===== config.mk =====
export PLATFORM = sky130hd
export DESIGN_NAME = gaussian_window_ctrl
export DESIGN_NICKNAME = d
export VERILOG_FILES = /design/src/rtl/gauss_pkg.sv /design/src/rtl/raster_counter.sv /design/src/rtl/gaussian_window_ctrl.sv
export SDC_FILE = /design/constraint.sdc
export NUM_CORES = 1
export LEC_CHECK = 0
export CAP_MARGIN = 10
export CORE_UTILIZATION = 40
export DETAILED_ROUTE_END_ITERATION = 10
export HOLD_SLACK_MARGIN = 0.05
export SYNTH_ARGS = -nofsm -noshare
export SYNTH_HDL_FRONTEND = slang
export SYNTH_HIERARCHICAL = 1
export SYNTH_SLANG_ARGS = --single-unit
export TNS_END_PERCENT = 10

===== constraint.sdc =====
create_clock -name clk -period 8.5 [get_ports clk]
set_clock_uncertainty 0.2 [all_clocks]
set_input_delay 2.125 -clock clk [delete_from_list [all_inputs] [get_ports clk]]
set_output_delay 2.125 -clock clk [all_outputs]
set_load 0.02 [all_outputs]

===== src/rtl/gauss_pkg.sv =====
// Shared types and constants for the 3x3 Gaussian smoothing pipeline.
// Border loss and fill depth derive from the kernel span.
package gauss_pkg;

  typedef enum logic [1:0] {
    StIdle,
    StFill,
    StRun,
    StDone
  } gauss_state_e;

  localparam int unsigned DefImgW    = 640;
  localparam int unsigned DefImgH    = 480;
  localparam int unsigned KernelSpan = 3;
  localparam int unsigned KernelHalf = KernelSpan / 2;
  // First row/column index at which a full window is available.
  localparam int unsigned FirstFull  = KernelSpan - 1;

endpackage


===== src/rtl/raster_counter.sv =====
// Raster column/row position counter with wrap and last-pixel flags.
// start_i takes the current pixel as (0,0) and advances past it in one step.
module raster_counter #(
  parameter int unsigned Width  = 640,
  parameter int unsigned Height = 480,
  parameter int unsigned CW     = 10,
  parameter int unsigned RW     = 9
) (
  input  logic          clk,
  input  logic          rst_n,
  input  logic          start_i,
  input  logic          step_i,
  output logic [CW-1:0] col_o,
  output logic [RW-1:0] row_o,
  output logic          last_col_o,
  output logic          last_pix_o
);

  localparam logic [CW-1:0] ColLast = CW'(Width - 1);
  localparam logic [RW-1:0] RowLast = RW'(Height - 1);

  logic [CW-1:0] col_q, col_d;
  logic [RW-1:0] row_q, row_d;

  assign col_o      = col_q;
  assign row_o      = row_q;
  assign last_col_o = (col_q == ColLast);
  assign last_pix_o = last_col_o && (row_q == RowLast);

  always_comb begin
    col_d = col_q;
    row_d = row_q;
    if (start_i) begin
      col_d = CW'(1);
      row_d = '0;
    end else if (step_i) begin
      if (last_col_o) begin
        col_d = '0;
        row_d = (row_q == RowLast) ? '0 : row_q + RW'(1);
      end else begin
        col_d = col_q + CW'(1);
      end
    end
  end

  always_ff @(posedge clk or negedge rst_n) begin
    if (!rst_n) begin
      col_q <= '0;
      row_q <= '0;
    end else begin
      col_q <= col_d;
      row_q <= row_d;
    end
  end

endmodule


===== src/rtl/gaussian_window_ctrl.sv =====
// Frame sequencer for the 3x3 Gaussian datapath: gates line-buffer shifts and
// flags interior windows with frame markers aligned to the filter output.
module gaussian_window_ctrl
  import gauss_pkg::*;
#(
  parameter int unsigned IMG_W = DefImgW,
  parameter int unsigned IMG_H = DefImgH,
  parameter int unsigned CW    = 10,
  parameter int unsigned RW    = 9
) (
  input  logic          clk,
  input  logic          rst_n,
  input  logic          in_valid,
  input  logic          in_sof,
  output logic          in_ready,
  output logic          shift_en,
  output logic          out_valid,
  output logic          out_sof,
  output logic          out_eol,
  output logic          out_eof,
  output logic [CW-1:0] out_col,
  output logic [RW-1:0] out_row,
  output logic          sof_err
);

  gauss_state_e state_q, state_d;

  logic [CW-1:0] pos_col;
  logic [RW-1:0] pos_row;
  logic          last_col, last_pix;
  logic          cnt_start, cnt_step;
  logic          accept, at_origin;

  logic          valid_q, valid_d;
  logic          sof_q, sof_d;
  logic          eol_q, eol_d;
  logic          eof_q, eof_d;
  logic          err_q, err_d;
  logic [CW-1:0] col_q, col_d;
  logic [RW-1:0] row_q, row_d;

  raster_counter #(
    .Width  (IMG_W),
    .Height (IMG_H),
    .CW     (CW),
    .RW     (RW)
  ) u_raster_counter (
    .clk        (clk),
    .rst_n      (rst_n),
    .start_i    (cnt_start),
    .step_i     (cnt_step),
    .col_o      (pos_col),
    .row_o      (pos_row),
    .last_col_o (last_col),
    .last_pix_o (last_pix)
  );

  assign in_ready  = (state_q != StDone);
  assign accept    = in_valid & in_ready;
  assign shift_en  = accept;
  assign at_origin = (pos_col == '0) && (pos_row == '0);

  always_comb begin
    state_d   = state_q;
    cnt_start = 1'b0;
    cnt_step  = 1'b0;
    valid_d   = 1'b0;
    sof_d     = 1'b0;
    eol_d     = 1'b0;
    eof_d     = 1'b0;
    err_d     = 1'b0;
    col_d     = col_q;
    row_d     = row_q;
    unique case (state_q)
      StIdle: begin
        // Unmarked pixels are shifted in but leave the position at (0,0).
        if (accept && in_sof) begin
          cnt_start = 1'b1;
          state_d   = StFill;
        end
      end
      StFill, StRun: begin
        if (accept) begin
          if (in_sof && !at_origin) begin
            cnt_start = 1'b1;
            err_d     = 1'b1;
            state_d   = StFill;
          end else begin
            cnt_step = 1'b1;
            if (state_q == StFill && pos_row == RW'(FirstFull) && pos_col == '0) begin
              state_d = StRun;
            end
            if (state_q == StRun && pos_col >= CW'(FirstFull)) begin
              valid_d = 1'b1;
              col_d   = pos_col - CW'(KernelHalf);
              row_d   = pos_row - RW'(KernelHalf);
              sof_d   = (pos_row == RW'(FirstFull)) && (pos_col == CW'(FirstFull));
              eol_d   = last_col;
              eof_d   = last_pix;
            end
            if (state_q == StRun && last_pix) begin
              state_d = StDone;
            end
          end
        end
      end
      StDone:  state_d = StIdle;
      default: state_d = StIdle;
    endcase
  end

  always_ff @(posedge clk or negedge rst_n) begin
    if (!rst_n) begin
      state_q <= StIdle;
      valid_q <= 1'b0;
      sof_q   <= 1'b0;
      eol_q   <= 1'b0;
      eof_q   <= 1'b0;
      err_q   <= 1'b0;
      col_q   <= '0;
      row_q   <= '0;
    end else begin
      state_q <= state_d;
      valid_q <= valid_d;
      sof_q   <= sof_d;
      eol_q   <= eol_d;
      eof_q   <= eof_d;
      err_q   <= err_d;
      col_q   <= col_d;
      row_q   <= row_d;
    end
  end

  assign out_valid = valid_q;
  assign out_sof   = sof_q;
  assign out_eol   = eol_q;
  assign out_eof   = eof_q;
  assign out_col   = col_q;
  assign out_row   = row_q;
  assign sof_err   = err_q;

endmodule


After elaboration in Yosys (flattened, before gate mapping)
Index checks and enable logic that the tools add are counted.
Storage, ports and cells
  output and inout bits: 26
  flip-flop bits (word level): 45
  bits of input ports: 4
Cells by class
  magnitude comparators: 1
  reduce and logical (&&, ||, !) cells: 19
  mux-type cells: 37
  add/subtract/negate cells: 4
  bitwise logic cells: 2
  equal/unequal tests: 11
Operators by type and width (count)
  9-bit 2-to-1 mux: 4
  10-bit 2-to-1 mux: 3
  1-bit 2-to-1 mux: 23
  10-bit by 1-bit adder with 10-bit output (second input constant): 1
  10-bit equality test (second input constant): 1
  10-bit by 2-bit equality test with 1-bit output (second input constant): 1
  10-bit by 2-bit greater-or-equal comparator with 1-bit output (second input constant): 1
  10-bit zero test: 1
  2-bit 2-to-1 mux: 5
  10-bit by 1-bit subtractor with 10-bit output (second input constant): 1
  9-bit by 1-bit adder with 9-bit output (second input constant): 1
  9-bit by 2-bit equality test with 1-bit output (second input constant): 1
  9-bit equality test (second input constant): 1
  1-bit logical AND: 9
  9-bit zero test: 1
  9-bit by 1-bit subtractor with 9-bit output (second input constant): 1
  2-bit != test (second input constant): 3
  2-bit one-hot mux with 3 select lines: 1
  2-bit equality test (second input constant): 2
  4-bit != test (second input constant): 1
  4-bit AND reduction: 1
  2-bit nonzero test: 2
  3-bit AND reduction: 1
  2-bit by 1-bit equality test with 1-bit output (second input constant): 1
  other kinds (7): 7

Depth between registers and ports, before layout
  depth in word-level cells: 9
  gate-level depth with buffers: 12

Cells and area by module
Netlist, hierarchy kept.
By module, submodules not included
  gaussian_window_ctrl: cells each 147, instances 1, area an instance 1580.3 um2, sequential area each 650.6 um2
  raster_counter: cells each 111, instances 1, area an instance 1061.0 um2, sequential area each 475.5 um2

Worst setup path before layout
OpenSTA, ideal clock, no wires.
  path type: input -> output
  start: in in_valid
  end: out shift_en
  buffers on the path: 0
  data required time: 6.175 ns
  data arrival time: 2.375 ns
  slack: 3.800 ns
  stages on the path: 2
  cell sequence: nand2b_1 inv_1
Between the ends
  word-level cells in the longest chain between the ends: 1
Ends and longest elaborated chain
  start: declaration: line gaussian_window_ctrl.sv:13  | input logic in_valid,
  1-bit AND: line gaussian_window_ctrl.sv:59  | assign accept = in_valid & in_ready;
  end: declaration: line gaussian_window_ctrl.sv:16  | output logic shift_en,
Every way passes these cells.

Worst setup path after layout
Ends and elaborated chain as after synthesis.

==> impl_metrics.ini <==
[status]
status = finished clean

[worst_setup_path]
cp-start-kind = primary input
crit_chain = clkdlybuf4s50_1 -> nand2b_1 -> inv_1 -> clkdlybuf4s50_1
critPathRequiredTime_ns = 6.18
path_max_fanout = 4
cp_slowest_stage_delay_ns = 0.62
cp.arrival_ns = 3.48
path_class = in -> out
r2r_setup_slack_ns = 4.83
cp_slowest_cell = clkdlybuf4s50_1
end_kind = primary output
path_common_cell = clkdlybuf4s50_1

[clocking]
clock-sinks = 45
clk_path_buf_depth = 2
clock-root-buffer = clkbuf_8
cts_tree = done
cts_hold_buf = 0
clk_latency_ns = 0.30
cts_buffers = 5
htreeDepth = 2
cts_resized = 0
cts_setup_buffers = 0
clkTransAtPathRegs_ns = 0.08

[yosys]
postSynthAreaPerCell_um2 = 10.2
synth_fp_nets = 273
syn-cell-area_um2 = 2640
async_reset_ff_frac = 1.00
ys_seq_area_frac = 0.426
synth-edff-count = 0
synth_seq_cells = 45
synthDistinctLibCells = 50
postSynthCellCount = 258
synth_flop_cell = dfrtp_1
yosysWarnings = 6

[grt]
overflow = 0
antenna_found_initial = 0
grt_pass1_vias = 1960
grt_usage = 0.158
grt_pass1_wl_um = 9020
grt_max_degree = 46

[floorplanning]
die_x_um = 83.3
placement_rows = 29
die_h_um = 83.3
dieArea_um2 = 6930
coreArea_um2 = 6350
top_level_ports = 30
initial_core_util = 0.416

[timing]
fin_tns_setup_ns = 0
hold_viol = 0
fmax_mhz = 172
finalMaxSlewViolations = 0
min_period_ns = 5.80
finalCritPeriodShare = 0.683
rsz0062_at_grt = no
finalSetupViolCount = 0
worst_pin_slew_ns = 1.02
relSlewSlack = 0.321

[hold_path]
hp-class = reg -> reg

[finish]
nets = 303
final_util = 0.482
num_antenna_cells = 0
area_delta_synth_final_pct = 16.0
drive_gt1_frac = 0.118

[route]
routed-via-count = 1971
drc = 0
via_per_inst = 5.39
dr.pass1.iters = 4
wl_um = 5250
wire_per_inst_um = 14.4
drtAntennaViolNets = 0
drt_iter0_drc = 115

[placed_design]
port_buffers = 29
gp_congestion = 0.822
dpl.hpwl_um = 3670

[pwr]
ir_drop_v = 0.000130
leakagePower_nw = 1.46
power_density_nw_per_um2 = 245

[flow_run]
drv_cap = 0
## sequential cells by signal, summed over array words and instances, names as in the netlist
| register | count |
|---|---|
| out_valid | 1 |
| u_raster_counter/col_o | 10 |
| out_eof | 1 |
| u_raster_counter/row_o | 9 |
| state_q | 2 |
| sof_err | 1 |
| out_sof | 1 |
| out_eol | 1 |
| out_col | 10 |
| out_row | 9 |
## logic make-up (layout without fill, tap and decap cells)
kind of cell             count (synthesis)  after routing  share of synthesized area
AO/OA/AOI/OAI                           39             39                     0.0886
multiplexers                            20             20                      0.102
XOR/XNOR                                18             18                     0.0597
buffers and inverters                   26             57                     0.0545
AND/OR/NAND/NOR                         99             99                      0.217
adder cells (fa/ha/maj)                 11             11                     0.0521
flip-flops                              45             45                      0.426
## cells in the final DEF (no fill, tap or decap), types with 7 or more instances in the layout
| cell type | instances |
|---|---|
| ha_1 | 11 |
| nor2_1 | 18 |
| inv_1 | 18 |
| mux2_4 | 13 |
| nand3_1 | 7 |
| clkbuf_8 | 7 |
| nand2_1 | 25 |
| clkdlybuf4s50_1 | 28 |
| o21ai_0 | 11 |
| xor2_1 | 12 |
| dfrtp_1 | 45 |
| a21oi_1 | 17 |
## synth_stat cells (3+ instances only)
cell	instances	area [µm²]
dfrtp_1	45	1130
nand2_1	25	93.8
inv_1	18	67.6
nor2_1	18	67.6
a21oi_1	17	85.1
mux2_4	13	195
xor2_1	12	105
ha_1	11	138
o21ai_0	11	55.1
nand3_1	7	35.0
nand4_1	6	37.5
or3_1	6	37.5
xnor2_1	6	52.6
nor3_1	5	25.0
and3_1	4	25.0
buf_6	4	45.0
mux2i_1	4	40.0
clkbuf_1	3	11.3
mux2_2	3	33.8
nand2b_1	3	18.8
nand3b_1	3	22.5
o31ai_1	3	22.5
## critical path: cells and delay by family
family / cells / cell delay, ns
buffers and inverters: 3 / 1.25
and+or+nand+nor: 1 / 0.11
## routing by layer
metal | part of all wire | global-route usage | up-vias
li1 | - | - | 965
met1 | 0.51 | 0.220 | 969
met2 | 0.45 | 0.258 | 33
met3 | 0.029 | 0.0268 | 4
met4 | 0.0086 | 0.0376 | 0
met5 | 0 | 0 | -
## area by class of cell
cell class                 count  area, µm²
sequential                    45       1130
inverter                      18       67.6
clock inverter                 1       5.00
timing repair buffer          31        300
clock buffer                   7       96.3
tap                           77       96.3
fill                         596       3290
multi-input combinational    187       1370
## final timing paths
check / cells past startpoint / from / end
worst min register to register: 1 / out_col[8] / out_col[8]
worst min-delay path: 1 / out_col[8] / out_col[8]
max in group asynchronous: 1 / rst_n / u_raster_counter/col_o[1]
worst max-delay path: 4 / in_valid / shift_en
worst max register to register: 10 / u_raster_counter/col_o[0] / u_raster_counter/row_o[8]
min in group asynchronous: 1 / rst_n / out_row[1]
## through the flow
step           total power (W)  hold WS, ns  worst slack (ns)  cell area, µm²  cells
4_1_cts               0.000758        0.317              2.70            3060    366
2_1_floorplan         0.000494        0.310              3.80            2640    258
3_3_place_gp          0.000605        0.292              2.75            2960    358
5_1_grt               0.000796        0.337              2.67            3060    366
6_report              0.000750        0.313              2.70            3060    366
3_5_place_dp          0.000608        0.296              2.71            2960    358
## report_power, final
part	leakage (nW)	internal, W	total, W	switching (W)
logic	0.801	0.000155	0.000312	0.000158
registers	0.600	0.000258	0.000292	0.0000341
clock network	0.0542	0.0000735	0.000145	0.0000719
Note: power is estimated with default switching activity, not from simulation.
==> RTL edit, RTL diff (config.mk and constraints unchanged) <==
`RW` is set to 9 in 2 places; all go to 10.
--- a/src/rtl/raster_counter.sv
+++ b/src/rtl/raster_counter.sv
@@ -5,5 +5,5 @@
   parameter int unsigned Height = 480,
   parameter int unsigned CW     = 10,
-  parameter int unsigned RW     = 9
+  parameter int unsigned RW     = 10
 ) (
   input  logic          clk,
--- a/src/rtl/gaussian_window_ctrl.sv
+++ b/src/rtl/gaussian_window_ctrl.sv
@@ -7,5 +7,5 @@
   parameter int unsigned IMG_H = DefImgH,
   parameter int unsigned CW    = 10,
-  parameter int unsigned RW    = 9
+  parameter int unsigned RW    = 10
 ) (
   input  logic          clk,
Interface: changed (resized out_row); port bits go from 30 to 31. No check against the original RTL was run, so the function may have changed too.
==> RTL edit against the original RTL <==
Worst setup slack got worse by 0.0098 ns. Sequential cell count is 2 higher. Design area grew 5.5%. Global-route usage is 0.19 points lower. Synthesized cell count grew 0.39%. Maximum frequency decreased by 0.17%. Largest cell class unchanged. Total power rose by 13%. Sequential power is 6% higher. Highest routed layer unchanged. Register-to-register slack improved by 0.25 ns. Sequential share of layout area fell by 0.36 points. Area after synthesis grew 4.4%. Routed wire length fell by 1.5%.
==> RTL edit: results (changes against the original RTL) <==
.. list-table::
   :header-rows: 1

   * - Metric
     - Value
   * - Maximum clock frequency
     - 0.172 GHz (about the same)
   * - Combinational fraction of design power
     - 43.4% (was 41.7%)
   * - Placement Setup Slack
     - 2.67 ns (was 2.71 ns)
   * - Endpoint of the worst-slack reg-to-reg timing path
     - u_raster_counter/row_o[4] (was u_raster_counter/row_o[8])
   * - Power dissipated by switching net loads
     - 0.309 mW (was 0.264 mW)
   * - HPWL after detailed placement
     - 3610 um (was 3670 um)
   * - Reg-to-reg startpoint
     - u_raster_counter/col_o[7] (was u_raster_counter/col_o[0])
   * - Slack of the worst reg-to-reg path
     - 5.08 ns (was 4.83 ns)
   * - Global-route wire length before repair
     - 8840 um (was 9020 um)
   * - Logic depth of the worst register-to-register path
     - 8 (was 10)
   * - Status
     - complete, no violations (unchanged)
   * - Quantity of I/O buffers inserted on ports
     - 30 (was 29)
   * - Maximum number of pins on one net before global-route repair
     - 48 (was 46)
   * - Worst hold slack across all endpoints
     - 0.315 ns (was 0.313 ns)
   * - Critical Setup Path Class
     - input pin to primary output (unchanged)
   * - Largest stage delay, worst path
     - 0.65 ns (was 0.62 ns)
   * - Share of cells above drive strength 1
     - 13.7% (was 11.8%)
   * - Final estimated routing congestion in global placement
     - 0.800 (was 0.822)
   * - Power in combinational cells
     - 0.368 mW (was 0.312 mW)
   * - Part of the power in the clock network
     - 20.0% (was 19.4%)
   * - Post-detailed-routing wire length
     - 5170 um (was 5250 um)
   * - Routed via count divided by cell count
     - 5.38 (was 5.39)
   * - Detailed router's first-iteration violation count
     - 125 (was 115)
   * - Peak supply drop
     - 0.125 mV (was 0.130 mV)
   * - Top post-synthesis cells by count
     - dfrtp_1, nand2_1, inv_1 (was dfrtp_1, nand2_1, inv_1, nor2_1, a21oi_1)
   * - Number of distinct library cells after synthesis
     - 48 (was 50)
   * - Signal arrival time at the worst endpoint
     - 3.49 ns (was 3.48 ns)
   * - Endpoint with the worst hold slack
     - out_col[5] (was out_col[8])
   * - Total via count after detailed routing
     - 1,984 (was 1,971)
   * - Fraction of the yosys area taken by sequential cells
     - 42.6% (about the same)
   * - Number of global-route vias before repair
     - 1,816 (was 1,960)
   * - Synthesized net count
     - 275 (was 273)
   * - Placed cells
     - 361 (was 358)
   * - Total routing usage reported by global routing
     - 15.6% (was 15.8%)
==> RTL edit: final cells by class <==
| class | count | area, um^2 |
|---|---|---|
| multi-input combinational | 186 | 1470 |
| clock buffer | 5 | 68.8 |
| tap | 77 | 96.3 |
| clock inverter | 3 | 46.3 |
| fill | 607 | 3260 |
| inverter | 20 | 75.1 |
| sequential | 47 | 1180 |
| timing repair buffer | 31 | 303 |
==> RTL edit: cells by family after synthesis <==
kind of cell	after synthesis	share of synthesized area [%]
multiplexers	27	12.7
AND/OR/NAND/NOR	94	19.1
adder cells (fa/ha/maj)	12	5.44
buffers and inverters	26	4.45
AO/OA/AOI/OAI	31	8.67
XOR/XNOR	22	6.99
flip-flops	47	42.6
==> RTL edit: layer usage <==
layer,vias to the layer above,share of wire (%),track usage (%)
met1,952,50,22.3
met3,5,4.4,4.09
met4,0,1.0,4.16
met2,45,44,23.6
li1,982,-,-
met5,-,0,0
